===== src/rtl/uart_pkg.sv =====
// Shared UART frame-format definitions for the receiver and transmitter.
package uart_pkg;

    typedef enum logic [2:0] {
        IDLE,
        START,
        DATA,
        PARITY,
        STOP
    } uart_state_e;

    // Count at which the middle of the start bit is reached.
    function automatic int half_bit_count(input int clks_per_bit);
        return clks_per_bit / 2 - 1;
    endfunction

endpackage


===== src/rtl/uart_rx_sync.sv =====
// Two-flop synchronizer plus a third flop for falling-edge detection.
// All flops reset to 1 so an idle-high line never reports a false edge.
module uart_rx_sync (
    input  logic i_clk,
    input  logic i_rst,
    input  logic i_async,
    output logic o_sync,
    output logic o_fall
);

    logic [2:0] sync_q;
    logic [2:0] sync_d;

    always_comb begin
        sync_d = {sync_q[1:0], i_async};
    end

    always_ff @(posedge i_clk) begin
        if (i_rst) begin
            sync_q <= 3'b111;
        end else begin
            sync_q <= sync_d;
        end
    end

    assign o_sync = sync_q[1];
    assign o_fall = sync_q[2] & ~sync_q[1];

endmodule


===== src/rtl/uart_rx.sv =====
// UART receiver: oversampled, LSB first, one stop bit, one-cycle result strobes.
// Defining UART_RX_PARITY_EN adds a parity bit between the data and stop bits.
//
// state  | meaning
// IDLE   | waiting for a falling edge on the synchronised line
// START  | counting to mid start bit; a high there is a glitch
// DATA   | sampling DATA_WIDTH bits at mid-bit, LSB first
// PARITY | sampling the parity bit
// STOP   | sampling the stop bit, then strobing the result
module uart_rx
    import uart_pkg::*;
#(
    parameter int DATA_WIDTH   = 8,
    parameter int CLKS_PER_BIT = 16,
    parameter int PARITY_ODD   = 0
) (
    input  logic                  i_clk,
    input  logic                  i_rst,
    input  logic                  i_rx_serial,
    output logic [DATA_WIDTH-1:0] o_rx_data,
    output logic                  o_rx_valid,
    output logic                  o_frame_error,
    output logic                  o_parity_error,
    output logic                  o_busy
);

`ifdef UART_RX_PARITY_EN
    localparam logic PARITY_EN = 1'b1;
`else
    localparam logic PARITY_EN = 1'b0;
`endif

    localparam int CNT_W = $clog2(CLKS_PER_BIT);
    localparam int IDX_W = (DATA_WIDTH > 1) ? $clog2(DATA_WIDTH) : 1;
    localparam logic [CNT_W-1:0] HALF_TC  = CNT_W'(half_bit_count(CLKS_PER_BIT));
    localparam logic [CNT_W-1:0] BIT_TC   = CNT_W'(CLKS_PER_BIT - 1);
    localparam logic [IDX_W-1:0] LAST_IDX = IDX_W'(DATA_WIDTH - 1);
    localparam logic             PAR_ODD  = (PARITY_ODD != 0);

    logic rx_s;
    logic rx_fall;

    uart_rx_sync u_sync (
        .i_clk   (i_clk),
        .i_rst   (i_rst),
        .i_async (i_rx_serial),
        .o_sync  (rx_s),
        .o_fall  (rx_fall)
    );

    uart_state_e           state_q, state_d;
    logic [CNT_W-1:0]      cnt_q, cnt_d;
    logic [IDX_W-1:0]      idx_q, idx_d;
    logic [DATA_WIDTH-1:0] shift_q, shift_d;
    logic                  par_bit_q, par_bit_d;
    logic [DATA_WIDTH-1:0] data_q, data_d;
    logic                  valid_q, valid_d;
    logic                  ferr_q, ferr_d;
    logic                  perr_q, perr_d;
    logic                  busy_q, busy_d;
    logic                  par_mismatch;

    assign par_mismatch = PARITY_EN & (((^shift_q) ^ PAR_ODD) != par_bit_q);

    always_comb begin
        state_d   = state_q;
        cnt_d     = cnt_q + CNT_W'(1);
        idx_d     = idx_q;
        shift_d   = shift_q;
        par_bit_d = par_bit_q;
        data_d    = data_q;
        valid_d   = 1'b0;
        ferr_d    = 1'b0;
        perr_d    = 1'b0;
        case (state_q)
            IDLE: begin
                cnt_d = '0;
                if (rx_fall) begin
                    state_d = START;
                end
            end
            START: begin
                if (cnt_q == HALF_TC) begin
                    cnt_d   = '0;
                    idx_d   = '0;
                    state_d = rx_s ? IDLE : DATA;
                end
            end
            DATA: begin
                if (cnt_q == BIT_TC) begin
                    cnt_d   = '0;
                    shift_d = {rx_s, shift_q[DATA_WIDTH-1:1]};
                    if (idx_q == LAST_IDX) begin
                        state_d = PARITY_EN ? PARITY : STOP;
                    end else begin
                        idx_d = idx_q + IDX_W'(1);
                    end
                end
            end
            PARITY: begin
                if (cnt_q == BIT_TC) begin
                    cnt_d     = '0;
                    par_bit_d = rx_s;
                    state_d   = STOP;
                end
            end
            STOP: begin
                // Errored frames still publish their data for diagnostics.
                if (cnt_q == BIT_TC) begin
                    cnt_d   = '0;
                    data_d  = shift_q;
                    ferr_d  = ~rx_s;
                    perr_d  = par_mismatch;
                    valid_d = rx_s & ~par_mismatch;
                    state_d = IDLE;
                end
            end
            default: begin
                cnt_d   = '0;
                state_d = IDLE;
            end
        endcase
        busy_d = (state_d != IDLE);
    end

    always_ff @(posedge i_clk) begin
        if (i_rst) begin
            state_q   <= IDLE;
            cnt_q     <= '0;
            idx_q     <= '0;
            shift_q   <= '0;
            par_bit_q <= 1'b0;
            data_q    <= '0;
            valid_q   <= 1'b0;
            ferr_q    <= 1'b0;
            perr_q    <= 1'b0;
            busy_q    <= 1'b0;
        end else begin
            state_q   <= state_d;
            cnt_q     <= cnt_d;
            idx_q     <= idx_d;
            shift_q   <= shift_d;
            par_bit_q <= par_bit_d;
            data_q    <= data_d;
            valid_q   <= valid_d;
            ferr_q    <= ferr_d;
            perr_q    <= perr_d;
            busy_q    <= busy_d;
        end
    end

    assign o_rx_data      = data_q;
    assign o_rx_valid     = valid_q;
    assign o_frame_error  = ferr_q;
    assign o_parity_error = perr_q;
    assign o_busy         = busy_q;

endmodule

===== config.mk =====
export PLATFORM = sky130hd
export DESIGN_NAME = uart_rx
export DESIGN_NICKNAME = d
export VERILOG_FILES = /design/src/rtl/uart_pkg.sv /design/src/rtl/uart_rx_sync.sv /design/src/rtl/uart_rx.sv
export SDC_FILE = /design/constraint.sdc
export NUM_CORES = 1
export LEC_CHECK = 0
export ABC_AREA = 1
export CAP_MARGIN = 0
export CORE_UTILIZATION = 25
export CTS_CLUSTER_DIAMETER = 100
export CTS_CLUSTER_SIZE = 20
export DETAILED_ROUTE_END_ITERATION = 10
export GPL_TIMING_DRIVEN = 0
export SYNTH_ARGS = -nofsm -noshare
export SYNTH_HDL_FRONTEND = slang
export SYNTH_SLANG_ARGS = --single-unit

===== constraint.sdc =====
create_clock -name i_clk -period 1.2 [get_ports i_clk]
set_input_delay 0.12 -clock i_clk [delete_from_list [all_inputs] [get_ports i_clk]]
set_output_delay 0.12 -clock i_clk [all_outputs]
set_load 0.03 [all_outputs]

==> flow_metrics.tcl, run 1 <==
set metrics [dict create \
    min_from "i_rx_serial" \
    pre_cts_ws_ns -0.361 \
    p_comb_share_pct 3.7 \
    cts_sinks 32 \
    die_h_um 73.2 \
    clk_latency_ns 0.28 \
    synthDistinctLibCells 22 \
    ir_drop_mv 0.723 \
    status "complete, but fails checks" \
    grt_max_degree 11 \
    layout_common_cells "nor2_1, dfxtp_1, nand2_1" \
    p_sw_share_pct 21.8 \
    pwr-share-clk_pct 42.5 \
    postRouteAntennaNets 0 \
    period_share_pct 105 \
    reg2reg_depth 6 \
    vias 1076 \
    wl_per_cell_um 9.98 \
    hpwl_um 1690 \
    num_antenna_cells 0 \
    routed_wl_um 2590 \
    fmaxAchievable_mhz 795 \
    whs_endpoint "u_sync.sync_q[0]$_SDFF_PP1_" \
    avgSynthCellArea_um2 7.77 \
    min_path_cells 2 \
    crit_fanout 6 \
    yosysWarnings 0 \
    worst_ep_required_time_ns 1.41 \
    drive_gt1_share_pct 23.4 \
    grt_pass1_wl_um 4600 \
    critPathCaptureType "flop" \
    final_area_mm2 0.00173 \
    cts_tree "yes" \
    numPortBuffers 13 \
    max_cap_viol_count 0 \
    core_area_mm2 0.00479 \
    ff2ff_setup_slack_ns -0.06 \
    finalSetupViolations 12 \
    fin_nets 197 \
    final_common_cell "nor2_1" \
    antenna_found_initial 0 \
    grt_pass1_vias 1078 \
    r2r_start "cnt_q[1]$_SDFF_PP0_" \
    drv_slew 0 \
    syn-num-nets 169 \
    rsz0062_at_grt "yes" \
    drt_iter0_drc 32 \
    hp-class "in2reg" \
    power.internal_mw 1.56 \
    cts_max_level 2 \
    cts-root-buf "clkbuf_8" \
    seq_area_frac_synth_pct 50.6 \
    cts_made_buffers 5 \
    p_switching_mw 0.437 \
    grt-ovfl-total 0 \
    gp_congestion 0.746 \
    power.leakage_nw 0.795 \
    syn_area_mm2 0.00127 \
    path_class "reg2reg" \
    io_pins 15 \
    final_hold_viol_count 0 \
    row_count 25 \
    p_per_area_mw_per_mm2 1160 \
    clkSlewWorstSetupHoldPaths_ns 0.06 \
    r2r-end "idx_q[0]$_SDFFE_PP0P_" \
    die_area_mm2 0.00535 \
    critPathArrivalTime_ns 1.47 \
    vias_per_cell 4.15 \
    cp-start-kind "flop" \
    placed_cell_area_mm2 0.00151 \
    first_pass_iters 4 \
    track_usage_pct 11.3 \
    violations "negative setup slack" \
    synth_seq_cells 32 \
    start_util_pct 26.5 \
    seq_power_share_pct 53.8 \
    clk_path_buf_depth 2 \
    route.detailed.drc 0 \
    finClkSkew_ns 0.00476 \
    syn2layout_area_growth_pct 36.5 \
    syn_inst 163 \
    worst_slack_ns -0.0576 \
    fin_crit_ns 1.26 \
    cts_hold_buf 0 \
    die_w_um 73.2 \
    fin_setup_tns_ns -0.207 \
]
==> what timing repair did <==
item / in CTS / in global routing
setup endpoints to repair: 37 / 28
endpoints found under the hold margin: 0 / 0
buffers inserted: 6 / 1
pin swaps: 10 / 6
cloned: 1 / 0
resized for setup: 22 / 22
==> per-stage QoR <==
step	std cells	utilization [%]	total power [mW]	hold WS, ns
after detailed placement	243	31.5	1.17	0.399
after global placement	243	31.5	1.17	0.393
after global routing	259	36.1	2.08	0.396
final	259	36.1	2.00	0.392
after floorplan	163	-	1.14	0.189
after CTS	258	35.0	2.02	0.386
==> layout make-up <==
type / instances / area (um2)
multi-input combinational: 114 / 641
fill: 515 / 3060
clock inverter: 1 / 7.51
clock buffer: 7 / 86.3
tap: 67 / 83.8
timing repair buffer: 21 / 185
sequential: 32 / 644
buffer: 4 / 28.8
inverter: 13 / 51.3
==> worst max-delay path by stage <==
stage                                     start  cells past startpoint                       to  slack (ns)
after detailed placement                  i_rst                      5  shift_q[6]$_SDFFE_PP0P_       -0.36
after floorplan           idx_q[0]$_SDFFE_PP0P_                      8    idx_q[0]$_SDFFE_PP0P_       0.005
final                       cnt_q[1]$_SDFF_PP0_                      6    idx_q[0]$_SDFFE_PP0P_       -0.06
after global placement                    i_rst                      5  shift_q[5]$_SDFFE_PP0P_       -0.34
after global routing        cnt_q[1]$_SDFF_PP0_                      6    idx_q[0]$_SDFFE_PP0P_       -0.14
after CTS                   cnt_q[0]$_SDFF_PP0_                      6    idx_q[0]$_SDFFE_PP0P_       -0.06
==> power by group through the flow <==
stage / sequential, mW / clock (mW) / combinational [mW]
floorplan: 1.10 / 0 / 0.0408
global placement: 1.10 / 0 / 0.0682
detailed placement: 1.10 / 0 / 0.0681
CTS: 1.08 / 0.879 / 0.0697
global route: 1.08 / 0.924 / 0.0830
finish: 1.08 / 0.850 / 0.0740
==> worst max-delay path, cell delays in order (launching register included) <==
cell and delay [ns]:
dfxtp_2 0.35, ha_4 0.16, nand3_4 0.12, nor2_4 0.20
buf_6 0.14, nand4_1 0.09, a21oi_1 0.12
==> flip-flops by register name (all words and copies together) (netlist names) <==
name           flops
cnt_q              4
idx_q              3
o_busy             1
o_frame_error      1
o_rx_data          8
o_rx_valid         1
shift_q            8
state_q            3
u_sync.sync_q      3
==> cell families (layout without fill, tap and decap cells) <==
kind of cell	Yosys count	in the layout	share of synthesized area [%]
AO/OA/AOI/OAI	23	23	9.29
XOR/XNOR	1	1	0.692
adder cells (fa/ha/maj)	3	3	2.96
buffers and inverters	17	46	5.93
flip-flops	32	32	50.6
other	1	1	0.296
AND/OR/NAND/NOR	86	86	30.2
==> routing by layer <==
layer  vias to the layer above  global-route usage (%)  part of all wire (%)
li1                        577                       -                     -
met1                       480                    13.6                    49
met2                        14                    18.2                    46
met3                         5                    3.73                   3.4
met4                         0                    5.23                   1.5
met5                         -                       0                     0
==> cell usage after synthesis <==
library cell  number  area (um2)
buf_6              1        11.3
nand2_1           24        90.1
buf_1              1        3.75
nor2_4             2        22.5
ha_1               3        37.5
conb_1             1        3.75
a211oi_1           1        7.51
or2_2              2        12.5
nor3_1             1        5.00
nand3_4            1        17.5
nand3_1            9        45.0
clkbuf_1           1        3.75
nand3b_1           1        7.51
inv_1             12        45.0
inv_2              1        3.75
buf_4              1        7.51
nor2_1            42         158
a21oi_1            4        20.0
nand4_1            4        25.0
dfxtp_1           32         641
o21ai_0           18        90.1
xor2_1             1        8.76
No activity file was read; power rests on OpenSTA's default activity.
==> run 2: changes to the inputs <==
--- a/config.mk
+++ b/config.mk
@@ -6,6 +6,7 @@
 export NUM_CORES = 1
 export LEC_CHECK = 0
 export ABC_AREA = 1
+export ABC_CLOCK_PERIOD_IN_PS = 1200
 export CAP_MARGIN = 0
 export CORE_UTILIZATION = 25
 export CTS_CLUSTER_DIAMETER = 100
==> results of run 2 <==
The final DEF is identical to that of run 1; final timing and power are the same.
==> run 3: changes to the inputs <==
--- a/config.mk
+++ b/config.mk
@@ -9,10 +9,10 @@
 export ABC_CLOCK_PERIOD_IN_PS = 1200
 export CAP_MARGIN = 0
 export CORE_UTILIZATION = 25
-export CTS_CLUSTER_DIAMETER = 100
 export CTS_CLUSTER_SIZE = 20
 export DETAILED_ROUTE_END_ITERATION = 10
 export GPL_TIMING_DRIVEN = 0
 export SYNTH_ARGS = -nofsm -noshare
 export SYNTH_HDL_FRONTEND = slang
+export SYNTH_HIERARCHICAL = 1
 export SYNTH_SLANG_ARGS = --single-unit
==> flow_metrics.tcl, run 3 <==
set metrics [dict create \
    fin_setup_tns_ns -0.541 \
    synth_compound_area_share_pct 8.27 \
    synth-edff-count 0 \
    first_pass_iters 4 \
    min_path_cells 3 \
    final_util_pct 37.3 \
    seq_power_share_pct 49.6 \
    reg2reg_depth 7 \
    syn2layout_area_growth_pct 40.0 \
    synth.top_cell.area_share_pct 49.2 \
    worst_slack_ns -0.0870 \
    yosysWarnings 6 \
    r2r-end "shift_q[6]$_SDFFE_PP0P_" \
    rsz0062_at_grt "yes" \
    cts_max_level 2 \
    grt_pass1_wl_um 4640 \
    vias_per_cell 4.19 \
    start_util_pct 26.7 \
    finalSetupViolations 12 \
    die_h_um 74.1 \
    synth_top_family_by_area "simple AND/OR/NAND/NOR gates" \
    syn_area_mm2 0.00130 \
    synth_area_leaders "dfxtp_1, nor2_1, nand2_1, o21ai_0, inv_1" \
    synth-adder-area-share_pct 2.88 \
    yosys-top-cells-count "nor2_1, dfxtp_1, nand2_1" \
    syn-num-nets 179 \
    clkSlewWorstSetupHoldPaths_ns 0.07 \
    power.internal_mw 1.71 \
    wl_per_cell_um 10.6 \
    fmaxAchievable_mhz 777 \
    grt-ovfl-total 0 \
    worst_ep_required_time_ns 1.42 \
    hpwl_um 1800 \
    grt_pass1_vias 1033 \
    p_switching_mw 0.458 \
    synth_top_flop_cell "dfxtp_1" \
    syn_inst 173 \
    numPortBuffers 13 \
    fin_crit_ns 1.29 \
    die_w_um 74.1 \
    ir_drop_mv 0.705 \
    violations "negative setup slack" \
    antenna_found_initial 0 \
    path_class "reg2reg" \
    hp-class "in2reg" \
    final_hold_viol_count 0 \
    drive_gt1_share_pct 27.1 \
    cts_tree "yes" \
    seq_area_frac_synth_pct 49.2 \
    drt_iter0_drc 20 \
    track_usage_pct 11.4 \
    p_per_area_mw_per_mm2 1190 \
    vias 1130 \
    clk_path_buf_depth 2 \
    route.detailed.drc 0 \
    layout_common_cells "nor2_1, dfxtp_1, nand2_1" \
    power.leakage_nw 0.887 \
    crit_fanout 6 \
    die_area_mm2 0.00550 \
    cts_sinks 32 \
    io_pins 15 \
    finClkSkew_ns 0.00498 \
    ff2ff_setup_slack_ns -0.09 \
    status "complete, but fails checks" \
    whs_endpoint "u_sync/sync_q[0]$_SDFF_PP1_" \
    finalPower_mw 2.17 \
    avgSynthCellArea_um2 7.52 \
    p_sw_share_pct 21.1 \
    final_common_cell "nor2_1" \
    r2r_start "cnt_q[0]$_SDFF_PP0_" \
    synth_xor_area_share_pct 0.673 \
    gp_congestion 0.768 \
    postRouteAntennaNets 0 \
    synth_top_area_cell "dfxtp_1" \
    async_flop_share_pct 0 \
    row_count 25 \
    cp-start-kind "flop" \
    max_cap_viol_count 0 \
    yosysMostFrequentCell "nor2_1" \
    synth_seq_cells 32 \
    clk_latency_ns 0.28 \
    num_antenna_cells 0 \
    fin_nets 208 \
    period_share_pct 107 \
    synthDistinctLibCells 21 \
    min_from "i_rx_serial" \
    synthSimpleGateAreaFrac_pct 31.2 \
    routed_wl_um 2860 \
    cts-root-buf "clkbuf_8" \
    fillers 523 \
    critPathArrivalTime_ns 1.51 \
    cts_made_buffers 5 \
    critPathCaptureType "flop" \
    core_area_mm2 0.00488 \
    pwr-share-clk_pct 46.7 \
    grt_max_degree 11 \
    p_comb_share_pct 3.7 \
    synth_mux_area_share_pct 0 \
    drv_slew 0 \
]
## run 3: through the flow
stage | hold slack, ns | instance area, um2 | cells | setup WS [ns]
5_1_grt | 0.427 | 1820 | 270 | -0.175
4_1_cts | 0.371 | 1700 | 268 | -0.0702
6_report | 0.381 | 1820 | 270 | -0.0870
3_3_place_gp | 0.393 | 1550 | 253 | -0.343
3_5_place_dp | 0.399 | 1550 | 253 | -0.339
2_1_floorplan | 0.189 | 1330 | 173 | 0.0173
## run 3: worst max path at each step
stage | start | endpoint | cells after the start | slack (ns)
2_1_floorplan | cnt_q[0]$_SDFF_PP0_ | idx_q[1]$_SDFFE_PP0P_ | 6 | 0.02
3_3_place_gp | i_rst | cnt_q[1]$_SDFF_PP0_ | 5 | -0.34
3_5_place_dp | i_rst | cnt_q[1]$_SDFF_PP0_ | 5 | -0.34
4_1_cts | cnt_q[1]$_SDFF_PP0_ | shift_q[4]$_SDFFE_PP0P_ | 7 | -0.07
5_1_grt | state_q[1]$_SDFF_PP0_ | idx_q[0]$_SDFFE_PP0P_ | 7 | -0.18
6_report | cnt_q[0]$_SDFF_PP0_ | shift_q[6]$_SDFFE_PP0P_ | 7 | -0.09
## run 3: area by class of cell
type | count | area [um2] | area share (%)
clock buffers | 6 | 72.6 | 3.98
well taps | 67 | 83.8 | 4.60
multi-input cells | 118 | 681 | 37.4
clock inverters | 2 | 35.0 | 1.92
plain buffers | 4 | 28.8 | 1.58
repair buffers | 22 | 195 | 10.7
flip-flops and latches | 32 | 647 | 35.5
inverters | 19 | 78.8 | 4.33
## run 3: routing by layer
metal  GRT usage, %  share of wire [%]  up-vias  wire, um
met5              0                  0        -         0
met4           5.13                2.7        0        77
met3           4.47                4.0        9       115
met2           18.0                 46       20      1310
met1           13.8                 47      501      1360
li1               -                  -      600         -
## run 3: critical path: stages, from the launching register on
cell and delay (ns):
dfxtp_2 0.36, ha_4 0.16, nand3_4 0.12, nor2_4 0.17
buf_6 0.12, buf_6 0.11, o21ai_0 0.07, nor2_1 0.10
## run 3: cell families (layout without fill, tap and decap cells)
kind of cell               after synthesis  in the layout
buffers and inverters                   23             53
xor gates and xnor gates                 1              1
and+or+nand+nor                         92             92
DFF                                     32             32
adders and majority gates                3              3
AOI/OAI and AO/OA                       21             21
other                                    1              1
## run 3: timing repair
action / 4_1_cts / 5_1_grt
hold endpoints to repair: 0 / 0
hold buffers: 0 / 0
gates cloned: 1 / 0
setup buffers: 6 / 2
pin swaps: 3 / 9
resized for setup: 18 / 35
endpoints found under the setup margin: 37 / 29
## run 3: power by group through the flow
stage	Sequential (mW)	Clock, mW	Combinational [mW]
after floorplan	1.10	0	0.0431
after global placement	1.10	0	0.0712
after detailed placement	1.10	0	0.0715
after CTS	1.08	1.05	0.0712
after global routing	1.08	1.09	0.0908
final	1.08	1.01	0.0797
